## src/rtl/dr_load_controller.sv

```systemverilog
// Sequences byte reads from memory into a 32-bit data register.
// Byte loads are sign- or zero-extended; word loads run as four byte writes in big- or little-endian order.
module dr_load_controller #(
   parameter int ADDR_W  = 16,
   parameter int TIMEOUT = 15
) (
   input  logic              clock,
   input  logic              reset_n,
   input  logic              start,
   input  logic [ADDR_W-1:0] addr,
   input  logic [1:0]        mode,
   input  logic [7:0]        mem_rdata,
   input  logic              mem_ready,
   output logic              mem_req,
   output logic [ADDR_W-1:0] mem_addr,
   output logic              dr_E,
   output logic [1:0]        dr_FunSel,
   output logic [7:0]        dr_In,
   output logic              busy,
   output logic              done,
   output logic              error
);

   localparam int TMR_W = (TIMEOUT < 2) ? 1 : $clog2(TIMEOUT + 1);
   localparam logic [TMR_W-1:0] TMR_LAST = TMR_W'(TIMEOUT - 1);

   typedef enum logic [1:0] {IDLE = 2'd0, REQ = 2'd1, WRITE = 2'd2, DONE = 2'd3} state_t;

   state_t            state_r, state_s;
   logic [1:0]        mode_r, mode_s;
   logic [1:0]        count_r, count_s;
   logic [1:0]        last_s;
   logic [TMR_W-1:0]  timer_r, timer_s;
   logic [ADDR_W-1:0] mem_addr_r, mem_addr_s;
   logic [1:0]        dr_funsel_r, dr_funsel_s;
   logic [7:0]        dr_in_r, dr_in_s;
   logic              mem_req_r, mem_req_s;
   logic              dr_e_r, dr_e_s;
   logic              busy_r, busy_s;
   logic              done_r, done_s;
   logic              error_r, error_s;

   // Next-state logic; every output is computed from the next state and registered below.
   always_comb begin
      state_s     = state_r;
      mode_s      = mode_r;
      count_s     = count_r;
      timer_s     = timer_r;
      mem_addr_s  = mem_addr_r;
      dr_funsel_s = dr_funsel_r;
      dr_in_s     = dr_in_r;
      error_s     = error_r;
      last_s      = mode_r[1] ? 2'd3 : 2'd0;
      case (state_r)
         IDLE: begin
            if (start) begin
               mode_s     = mode;
               count_s    = 2'd0;
               timer_s    = '0;
               mem_addr_s = addr;
               error_s    = 1'b0;
               state_s    = REQ;
            end else begin
               state_s = IDLE;
            end
         end
         REQ: begin
            if (mem_ready) begin
               dr_in_s = mem_rdata;
               state_s = WRITE;
            end else if (timer_r == TMR_LAST) begin
               error_s = 1'b1;
               state_s = DONE;
            end else begin
               timer_s = timer_r + TMR_W'(1);
            end
         end
         WRITE: begin
            if (count_r != last_s) begin
               count_s    = count_r + 2'd1;
               mem_addr_s = mem_addr_r + ADDR_W'(1);
               timer_s    = '0;
               state_s    = REQ;
            end else begin
               state_s = DONE;
            end
         end
         DONE: begin
            state_s = IDLE;
         end
         default: begin
            state_s = IDLE;
         end
      endcase

      // The function select only moves when a write is actually issued.
      if (state_s == WRITE) begin
         dr_funsel_s = mode_r;
      end else begin
         dr_funsel_s = dr_funsel_s;
      end
      mem_req_s = (state_s == REQ);
      dr_e_s    = (state_s == WRITE);
      busy_s    = (state_s != IDLE);
      done_s    = (state_s == DONE);
   end

   // State and output registers.
   always_ff @(posedge clock or negedge reset_n) begin
      if (!reset_n) begin
         state_r     <= IDLE;
         mode_r      <= 2'd0;
         count_r     <= 2'd0;
         timer_r     <= '0;
         mem_addr_r  <= '0;
         dr_funsel_r <= 2'd0;
         dr_in_r     <= 8'd0;
         mem_req_r   <= 1'b0;
         dr_e_r      <= 1'b0;
         busy_r      <= 1'b0;
         done_r      <= 1'b0;
         error_r     <= 1'b0;
      end else begin
         state_r     <= state_s;
         mode_r      <= mode_s;
         count_r     <= count_s;
         timer_r     <= timer_s;
         mem_addr_r  <= mem_addr_s;
         dr_funsel_r <= dr_funsel_s;
         dr_in_r     <= dr_in_s;
         mem_req_r   <= mem_req_s;
         dr_e_r      <= dr_e_s;
         busy_r      <= busy_s;
         done_r      <= done_s;
         error_r     <= error_s;
      end
   end

   assign mem_req   = mem_req_r;
   assign mem_addr  = mem_addr_r;
   assign dr_E      = dr_e_r;
   assign dr_FunSel = dr_funsel_r;
   assign dr_In     = dr_in_r;
   assign busy      = busy_r;
   assign done      = done_r;
   assign error     = error_r;

endmodule

```

## config.mk

```make
export PLATFORM = sky130hd
export DESIGN_NAME = dr_load_controller
export DESIGN_NICKNAME = d
export VERILOG_FILES = /design/src/rtl/dr_load_controller.sv
export SDC_FILE = /design/constraint.sdc
export NUM_CORES = 1
export LEC_CHECK = 0
export ABC_CLOCK_PERIOD_IN_PS = 2300
export CAP_MARGIN = 20
export CORE_ASPECT_RATIO = 1.5
export CORE_UTILIZATION = 50
export CTS_CLUSTER_DIAMETER = 80
export DETAILED_ROUTE_END_ITERATION = 16
export DONT_BUFFER_PORTS = 1
export GPL_ROUTABILITY_DRIVEN = 1
export PLACE_DENSITY = 0.76
export SLEW_MARGIN = 40
export SYNTH_ARGS = -nofsm -noshare
export SYNTH_HDL_FRONTEND = slang
export SYNTH_SLANG_ARGS = --single-unit
```

## constraint.sdc

```tcl
create_clock -name clock -period 2.3 [get_ports clock]
set_clock_uncertainty 0.15 [all_clocks]
set_input_delay 0.46 -clock clock [delete_from_list [all_inputs] [get_ports clock]]
set_output_delay 0.46 -clock clock [all_outputs]
set_load 0.02 [all_outputs]
```

[Yosys cells after proc, flatten, opt, wreduce, memory -nomap -nowiden]
Index checks and enable logic that the tools add are counted.
Cells by class
  bitwise operators: 0
  reduce and logical (&&, ||, !) cells: 10
  shift-type cells: 0
  equal/unequal tests: 13
  $mul: 0
  multiplexer cells: 21
  div/mod/pow operators: 0
  add/sub/neg operators: 3
  $lt $le $gt $ge: 0
Operators with widths (count)
  $mux W16: 2
  $pmux W16 S2: 1
  $add A16 B1 Y16 const B: 1
  $mux W4: 4
  $mux W2: 6
  $pmux W4 S3: 1
  $ne A2 B2 Y1 const B: 5
  $eq A2 B2 Y1 const B: 4
  $pmux W2 S4: 1
  $reduce_bool A2 Y1: 3
  $reduce_and A5 Y1: 1
  $add A4 B1 Y4 const B: 1
  $eq A2 B1 Y1 const B: 2
  $eq A4 B4 Y1 const B: 1
  $mux W1: 4
  $pmux W2 S2: 1
  $reduce_and A2 Y1: 2
  $reduce_and A4 Y1: 1
  $reduce_and A3 Y1: 1
  $reduce_bool A3 Y1: 1
  $add A2 B1 Y2 const B: 1
  $logic_not A2 Y1: 1
  $ne A2 B2 Y1: 1
  $pmux W1 S2: 1
Storage, ports and cells
  bits in latches: 0
  input port bits: 30
  memory bits (writable): 0
  bits in registers: 41
  output and inout port bits: 31
  memories: 0
  logic and storage cells: 59
  ROM bits: 0

[Longest topological paths before layout]
Gate-level depths: netlist of the first run.
  depth in word-level cells: 5
  mapped depth: 7
  depth with buffers taken out: 7

[Least setup slack after synthesis of the first run]
Ideal clock, no wire load.
  kind: reg-to-reg
  from: register mem_addr_r[0] (netlist: mem_addr[0])
  to: register mem_addr_r[10] (netlist: mem_addr[10])
  clock period less this slack: 1.757 ns
  data arrival time: 1.527 ns
  stages on the path, launching flop included: 7
  library setup time: 0.080 ns
  data required time: 2.070 ns
  slack: 0.543 ns
  buffers on the path: 0
  path through: dfrtp_1 -> ha_1 -> nand3_1 -> nor3_4 -> nand3_1 -> a21oi_1 -> a2bb2oi_1
On the way
  cells in the longest elaborated chain, start to end: 3
Ends and longest elaborated chain
  start: declaration: RTL line 34  | logic [ADDR_W-1:0] mem_addr_r, mem_addr_s;
  start signal: assignment: RTL line 128  | mem_addr_r <= mem_addr_s;
  $add A16 B1 Y16: RTL line 81  | mem_addr_s = mem_addr_r + ADDR_W'(1);
  $mux W16: RTL line 79  | if (count_r != last_s) begin
  $pmux W16 S2: RTL line 54  | case (state_r)
No other way between the ends. The select of a mux whose other input is x is not followed.
A chain may end at the register's enable or synchronous reset.

[Worst setup path after layout of the first run]
  from: register mem_addr_r[1] (netlist: mem_addr[1])
  to: register mem_addr_r[10] (netlist: mem_addr[10])
The elaborated chain is that of the path after synthesis.

==> run metrics, run 1 <==
vias per cell 5.94; Final setup viols 0; post-route ant nets 0; worst path bufs/invs 0; Max transition margin 60.6%; cells after synthesis 221; clk_lat worst skew 0.30 ns; final period utilization 84.5%; leading area contributor after synthesis dfrtp_1; Routability Congestion 0.767; commonest non-fill, non-tap cell in the layout nand2_1; Synth area leaders dfrtp_1, nand2_1, a21oi_1, o21ai_0, nand3_1; CP Cell Sequence ha_1, nand3_1, nor3_4, nand3_1, a21oi_1, a2bb2oi_1; largest family of logic cells by synthesized area simple AND/OR/NAND/NOR gates; Worst-path clk slew 0.08 ns; Max VDD drop 0.815 mV; chip width 53.9 um; compound-cell area share of the yosys netlist 18.5%; grt met3 use 6.48%; Setup crit end kind flip-flop; RSZ-0062 raised after global routing false; Num Clock Sinks 41; PortBufs 0; slowest CP cell dfrtp_1; status finished, final reports clean; Peak Freq 514 MHz; CP Max Fanout 8; Hold Vio Cnt, Final 0; Diodes inserted 0; global routing's busiest layer met2; layout cell share with drive strength beyond 1 10.3%; multiplexer share of the synthesized area 2.17%; Mapped Area 2020 um2; clk root buf clkbuf_8; residual DRC count 0; H-tree lvl count 2; largest net degree at the start of global routing 42; Post-Synth XOR/XNOR Area 0.433%; CP Launch Type flip-flop; met1 usage 25.3%; Pleak 0.975 nW; PD cells 1540 nW/um2; kind of critical path flip-flop to flip-flop; Synth Net Count 254; slowest stage delay, CP 0.50 ns; Area growth, synth to finish 7.80%; CTS tree yes; initial cell density of the core 51.5%; worst min path class input pin to flip-flop; Data required, critical path 2.37 ns; Via Count 1593; row cnt 28; clk buf depth 2; drt first-iter violations 31; postcts setup bufs 0; final net count 255; Total GRT Usage 21.9%; Std-Cell Core Area 3920 um2; Layout Cell Area excl Fill 2180 um2; die area 4310 um2; worst slew pin tran 0.591 ns; YS warnings 0; Post-synth EDFFs 0; CP delay by family, top simple AND/OR/NAND/NOR gates; grt total ovfl 0; Power, Total 3.35 mW; initial antenna violation count 0; Yosys top cell area share 50.7%; M2 GR Usage 36.2%; WL per Instance 15.5 um; crit-path most repeated cell nand3_1; Setup TNS 0 ns; Adder-Cell Fraction of Synth Area 1.86%; Slew Limit Fails 0; Main synth FF type dfrtp_1; unique cell type count in the Yosys netlist 40; Die Ht 79.9 um; fin crit period 1.94 ns; commonest non-fill, non-tap cells in the layout nand2_1, dfrtp_1, a21oi_1; I/O pin count 61; worst path arrival time 2.01 ns; drt total wl 4150 um; asr flop ratio synth 100%; HPWL after detailed placement 2850 um; CTS Buf Count 5; sequential area share after synthesis 50.7%; global-route wire length before repair 6800 um; Yosys reg bits 41; via count of the first global-routing pass 1531; Mean Syn Cell Area 9.15 um2; DR pass1 iterations 4; max_cap viols 0; Synth Area in Simple Gates 22.3%; Placed Area 2030 um2
==> synthesized netlist by cell type (all sizes together) (5+ instances only) <==
library cell / count
a21oi: 22
a2bb2oi: 5
buf: 11
dfrtp: 41
nand2: 48
nand3: 14
nor2: 15
nor3: 5
o21ai: 20
o22ai: 6
==> routing by layer <==
| metal | up-vias | wire length (um) |
|---|---|---|
| met5 | - | 0 |
| met4 | 0 | 80 |
| met3 | 8 | 291 |
| met2 | 64 | 2130 |
| met1 | 750 | 1650 |
| li1 | 771 | - |
==> path summary, 6_finish.rpt <==
path                                    from      endpoint  slack (ns)  cells past startpoint
min in group asynchronous            reset_n   mem_addr[3]        0.48                      2
worst min-delay path            mem_rdata[1]      dr_In[1]        0.12                      2
worst max-delay path             mem_addr[1]  mem_addr[10]        0.36                      6
worst min register to register     mode_r[0]  dr_FunSel[0]        0.35                      2
max in group asynchronous            reset_n   mem_addr[7]        1.33                      2
worst max register to register   mem_addr[1]  mem_addr[10]        0.36                      6
==> power breakdown <==
part           internal, mW  switching, mW  total (mW)
logic                 0.440          0.657        1.10
clock network         0.325          0.260       0.585
registers              1.05          0.628        1.67
==> repair_timing <==
action                                 4_1_cts  5_1_grt
endpoints found under the hold margin       41        0
resized for setup                            0        0
hold buffers                                 2        0
==> cells by family after synthesis <==
| family | count (synthesis) |
|---|---|
| fa+ha+maj | 3 |
| flops | 41 |
| mux | 4 |
| buf+inv | 15 |
| compound gates | 62 |
| simple gates | 95 |
| xor+xnor | 1 |
==> final cells by class <==
class | instances | area (um2)
Fill cell | 360 | 1740
Sequential cell | 41 | 1030
Multi-Input combinational cell | 165 | 915
Clock buffer | 5 | 68.8
Tap cell | 45 | 56.3
Timing Repair Buffer | 5 | 52.6
Clock inverter | 3 | 46.3
Inverter | 4 | 15.0
==> worst reg2reg max path, cell delays in order (launching register included) <==
cell	delay, ns
dfrtp_1	0.50
ha_1	0.24
nand3_1	0.18
nor3_4	0.36
nand3_1	0.12
a21oi_1	0.16
a2bb2oi_1	0.16
==> per-stage QoR <==
stage          std cells  hold WS [ns]  worst slack, ns  utilization, %
6_report             268         0.118            0.356            55.5
5_1_grt              268         0.110            0.136            55.5
4_1_cts              268         0.111            0.361            55.5
3_5_place_dp         258        0.0158            0.374            51.8
3_3_place_gp         258        0.0159            0.439            51.8
2_1_floorplan        221        0.0144            0.543               -
==> flip-flops by register name (all words and copies together), names as in the netlist <==
register and cells:
mem_addr 16, dr_In 8, timer_r 4, count_r 2, dr_FunSel 2, mode_r 2
state_r 2, busy 1, done 1, dr_E 1, error 1, mem_req 1
Power figures use the tool's default switching activity.
==> run 2: changes to the inputs <==
Settings changed: ABC_CLOCK_PERIOD_IN_PS 2300 to 1800.
Clock period 2.3 ns to 1.8 ns, I/O delays scaled along.
==> run metrics, run 2 (synthesis gave the netlist of run 1 again) <==
status finished, final reports clean; post-route ant nets 0; initial cell density of the core 51.5%; Power, Total 4.66 mW; Num Clock Sinks 41; worst path arrival time 1.73 ns; fin crit period 1.67 ns; slowest CP cell dfrtp_1; Peak Freq 597 MHz; PD cells 1960 nW/um2; Max transition margin 63.5%; die area 4310 um2; CP Cell Sequence ha_1, nand3_1, nor3_4, buf_4, nand3_1, a21oi_1, a2bb2oi_1; Placed Area 2170 um2; Worst-path clk slew 0.08 ns; Routability Congestion 0.829; final net count 277; clk_lat worst skew 0.28 ns; commonest non-fill, non-tap cells in the layout nand2_1, dfrtp_1, buf_4; slowest stage delay, CP 0.36 ns; CP Max Fanout 5; min-delay src mem_rdata[6]; kind of critical path flip-flop to flip-flop; worst hold slack 0.0364 ns; Total GRT Usage 22.6%; clk root buf clkbuf_8; R2R depth 7; CP Launch Type flip-flop; Slew Limit Fails 0; HPWL after detailed placement 3170 um; worst min path class input pin to flip-flop; Hold Vio Cnt, Final 0; clk buf depth 2; global-route wire length before repair 7110 um; drt total wl 4410 um; vias per cell 5.80; Place WS 0.0742 ns; drt first-iter violations 56; CTS tree yes; R2R Path End mem_addr[10]; DR pass1 iterations 4; CTS Buf Count 5; WL per Instance 15.2 um; Die Ht 79.9 um; layout cell share with drive strength beyond 1 19.2%; final period utilization 93.0%; PortBufs 0; worst path bufs/invs 1; worst setup margin 0.126 ns; CP delay by family, top simple AND/OR/NAND/NOR gates; chip width 53.9 um; grt met3 use 6.48%; Via Count 1683; residual DRC count 0; Layout Cells excl Fill 290; H-tree lvl count 2; Std-Cell Core Area 3920 um2; via count of the first global-routing pass 1655; Setup TNS 0 ns; crit-path most repeated cell nand3_1; M2 GR Usage 38.4%; initial antenna violation count 0; max_cap viols 0; global routing's busiest layer met2; Pleak 1.09 nW; worst r2r src mem_addr[1]; worst slew pin tran 0.547 ns; Setup crit end kind flip-flop; largest net degree at the start of global routing 42; Layout Cell Area excl Fill 2370 um2; Hold Path Depth 2; Data required, critical path 1.86 ns; max reg flops 16; grt total ovfl 0; Final setup viols 0; Reg2Reg Setup Slack 0.13 ns; Hold Path End dr_In[6]; Diodes inserted 0; row cnt 28; commonest non-fill, non-tap cell in the layout nand2_1; DP Cell Count 274; Area growth, synth to finish 17.3%; met1 usage 25.6%; final core occ 60.5%; I/O pin count 61; Max VDD drop 1.17 mV
-- run 2: how the worst max path moves through the flow --
stage / startpoint / slack, ns / cells past startpoint / to
after floorplan: mem_addr[0] / 0.04 / 6 / mem_addr[10]
final: mem_addr[1] / 0.13 / 7 / mem_addr[10]
after global placement: mem_addr[0] / 0.12 / 6 / mem_addr[12]
after global routing: mem_addr[1] / -0.003 / 7 / mem_addr[10]
after CTS: mem_addr[1] / 0.04 / 6 / mem_addr[10]
after detailed placement: mem_addr[1] / 0.07 / 6 / mem_addr[10]
-- run 2: final cells by class --
class	instances	area, um2
fillers	344	1550
flip-flops and latches	41	1030
multi-input cells	165	920
repair buffers	27	234
clock buffers	6	82.6
well taps	45	56.3
clock inverters	2	37.5
inverters	4	15.0
-- run 2: layer usage --
layer  vias up  wire [um]
met5         -          0
met4         0         56
met3         6        251
met2        58       2410
met1       803       1700
li1        816          -
-- run 2: timing repair --
item | CTS | global route
setup buffers | 0 | 6
setup endpoints to repair | 0 | 5
gates resized for setup | 0 | 3
endpoints found under the hold margin | 41 | 0
hold buffers | 2 | 0
-- run 2: report_power, final --
group          internal (mW)  switching [mW]
Clock                  0.451           0.311
Combinational          0.827            1.16
Sequential              1.34           0.568
Total                   2.62            2.04
==> run 3: changes to the inputs <==
Settings changed: GPL_ROUTABILITY_DRIVEN 1 to not set, PLACE_DENSITY 0.76 to not set.
==> run metrics, run 3 (synthesis gave the netlist of run 1 again) <==
status finished, final reports clean; Placed Area 2180 um2; worst hold slack 0.0297 ns; M2 GR Usage 40.4%; CP Launch Type flip-flop; max_cap viols 0; fin crit period 1.71 ns; CTS tree yes; worst min path class input pin to flip-flop; post-route ant nets 0; drt total wl 4580 um; Max transition margin 76.8%; slowest CP cell dfrtp_1; grt total ovfl 0; Layout Cell Area excl Fill 2360 um2; Diodes inserted 0; Total GRT Usage 23.0%; slowest stage delay, CP 0.36 ns; worst path arrival time 1.78 ns; Num Clock Sinks 41; global routing's busiest layer met2; Max VDD drop 1.31 mV; largest net degree at the start of global routing 42; Area growth, synth to finish 16.6%; WL per Instance 15.8 um; CP Max Fanout 5; final period utilization 95.2%; HPWL after detailed placement 3350 um; PD cells 1940 nW/um2; Die Ht 79.9 um; Via Count 1680; Storage cell area 1030 um2; vias per cell 5.79; CP Cell Sequence buf_4, nand3_4, nor3_4, nand2_2, o31a_1, o21ai_1; initial cell density of the core 51.5%; Slew Limit Fails 0; fillers 355; drt first-iter violations 29; clk buf depth 2; I/O pin count 61; DR pass1 iterations 4; Setup crit end kind flip-flop; PortBufs 0; CTS Buf Count 5; Routability Congestion 0.803; Multi-input gate area 935 um2; final net count 277; grt met3 use 6.48%; Pleak 1.08 nW; commonest non-fill, non-tap cells in the layout nand2_1, dfrtp_1, buf_4; layout cell share with drive strength beyond 1 19.2%; Power, Total 4.57 mW; initial antenna violation count 0; met1 usage 23.8%; Worst-path clk slew 0.08 ns; Data required, critical path 1.87 ns; Hold Vio Cnt, Final 0; Peak Freq 584 MHz; via count of the first global-routing pass 1676; max reg flops 16; Final setup viols 0; residual DRC count 0; worst slew pin tran 0.346 ns; kind of critical path flip-flop to flip-flop; chip width 53.9 um; commonest non-fill, non-tap cell in the layout nand2_1; clk root buf clkbuf_8; clk_lat worst skew 0.29 ns; H-tree lvl count 2; Std-Cell Core Area 3920 um2; global-route wire length before repair 7140 um; die area 4310 um2; row cnt 28
==> run 3: cell count changes in the layout (fill, tap and decap cells not counted) <==
| cell | delta |
|---|---|
| clkinv_2 | +2 |
| clkinvlp_4 | -1 |
| nand3_1 | -1 |
| nor2_2 | +1 |
| clkbuf_1 | +1 |
| bufinv_16 | -1 |
| buf_12 | +1 |
| dfrtp_1 | +1 |
| nand3_4 | +1 |
| buf_6 | -1 |
| clkbuf_8 | -1 |
| dfrtp_2 | -1 |
| nor2_1 | -1 |
==> run 3: through the flow <==
stage          util [%]  cells  setup WS [ns]  TNS [ns]
2_1_floorplan         -    221         0.0432         0
3_3_place_gp       55.6    276         0.0859         0
3_5_place_dp       55.6    276         0.0257         0
4_1_cts            58.5    286         0.0244         0
5_1_grt            60.1    290        -0.0129   -0.0165
6_report           60.1    290         0.0868         0
==> run 3: worst paths after layout <==
path	start	depth (start not counted)	to	slack, ns
min reg2reg	mode_r[0]	2	dr_FunSel[0]	0.32
min	mem_rdata[1]	2	dr_In[1]	0.03
max	mem_addr[1]	6	mem_addr[11]	0.09
max reg2reg	mem_addr[1]	6	mem_addr[11]	0.09
max in group asynchronous	reset_n	2	dr_In[7]	0.92
min in group asynchronous	reset_n	2	timer_r[0]	0.37
==> run 3: power by group <==
part / internal [mW] / switching (mW) / total [mW]
Clock: 0.269 / 0.302 / 0.570
Combinational: 0.888 / 1.19 / 2.08
Sequential: 1.34 / 0.582 / 1.92
==> run 3: critical path: cells and delay by family (launching register included) <==
family | cells | cell delay (ns)
simple gates | 3 | 0.59
compound gates | 2 | 0.37
flops | 1 | 0.36
buf+inv | 1 | 0.17
==> run 3: what timing repair did <==
item	CTS	global route
setup endpoints to repair	0	8
setup buffers	0	4
hold buffers	2	0
resized for setup	0	4
hold endpoints to repair	41	0
==> run 3: final cells by class <==
type                            count  share of cell area [%]
Clock buffer                        6                    3.08
Timing Repair Buffer               27                    10.3
Tap cell                           45                    2.39
Sequential cell                    41                    43.5
Multi-Input combinational cell    165                    39.6
Inverter                            4                   0.637
Clock inverter                      2                   0.425
==> run 3: metal layers <==
metal | vias to the layer above | part of all wire (%) | wire length [um]
met4 | 0 | 2.2 | 103
met2 | 63 | 54 | 2470
met1 | 790 | 38 | 1750
met3 | 10 | 5.7 | 263
li1 | 817 | - | -
met5 | - | 0 | 0
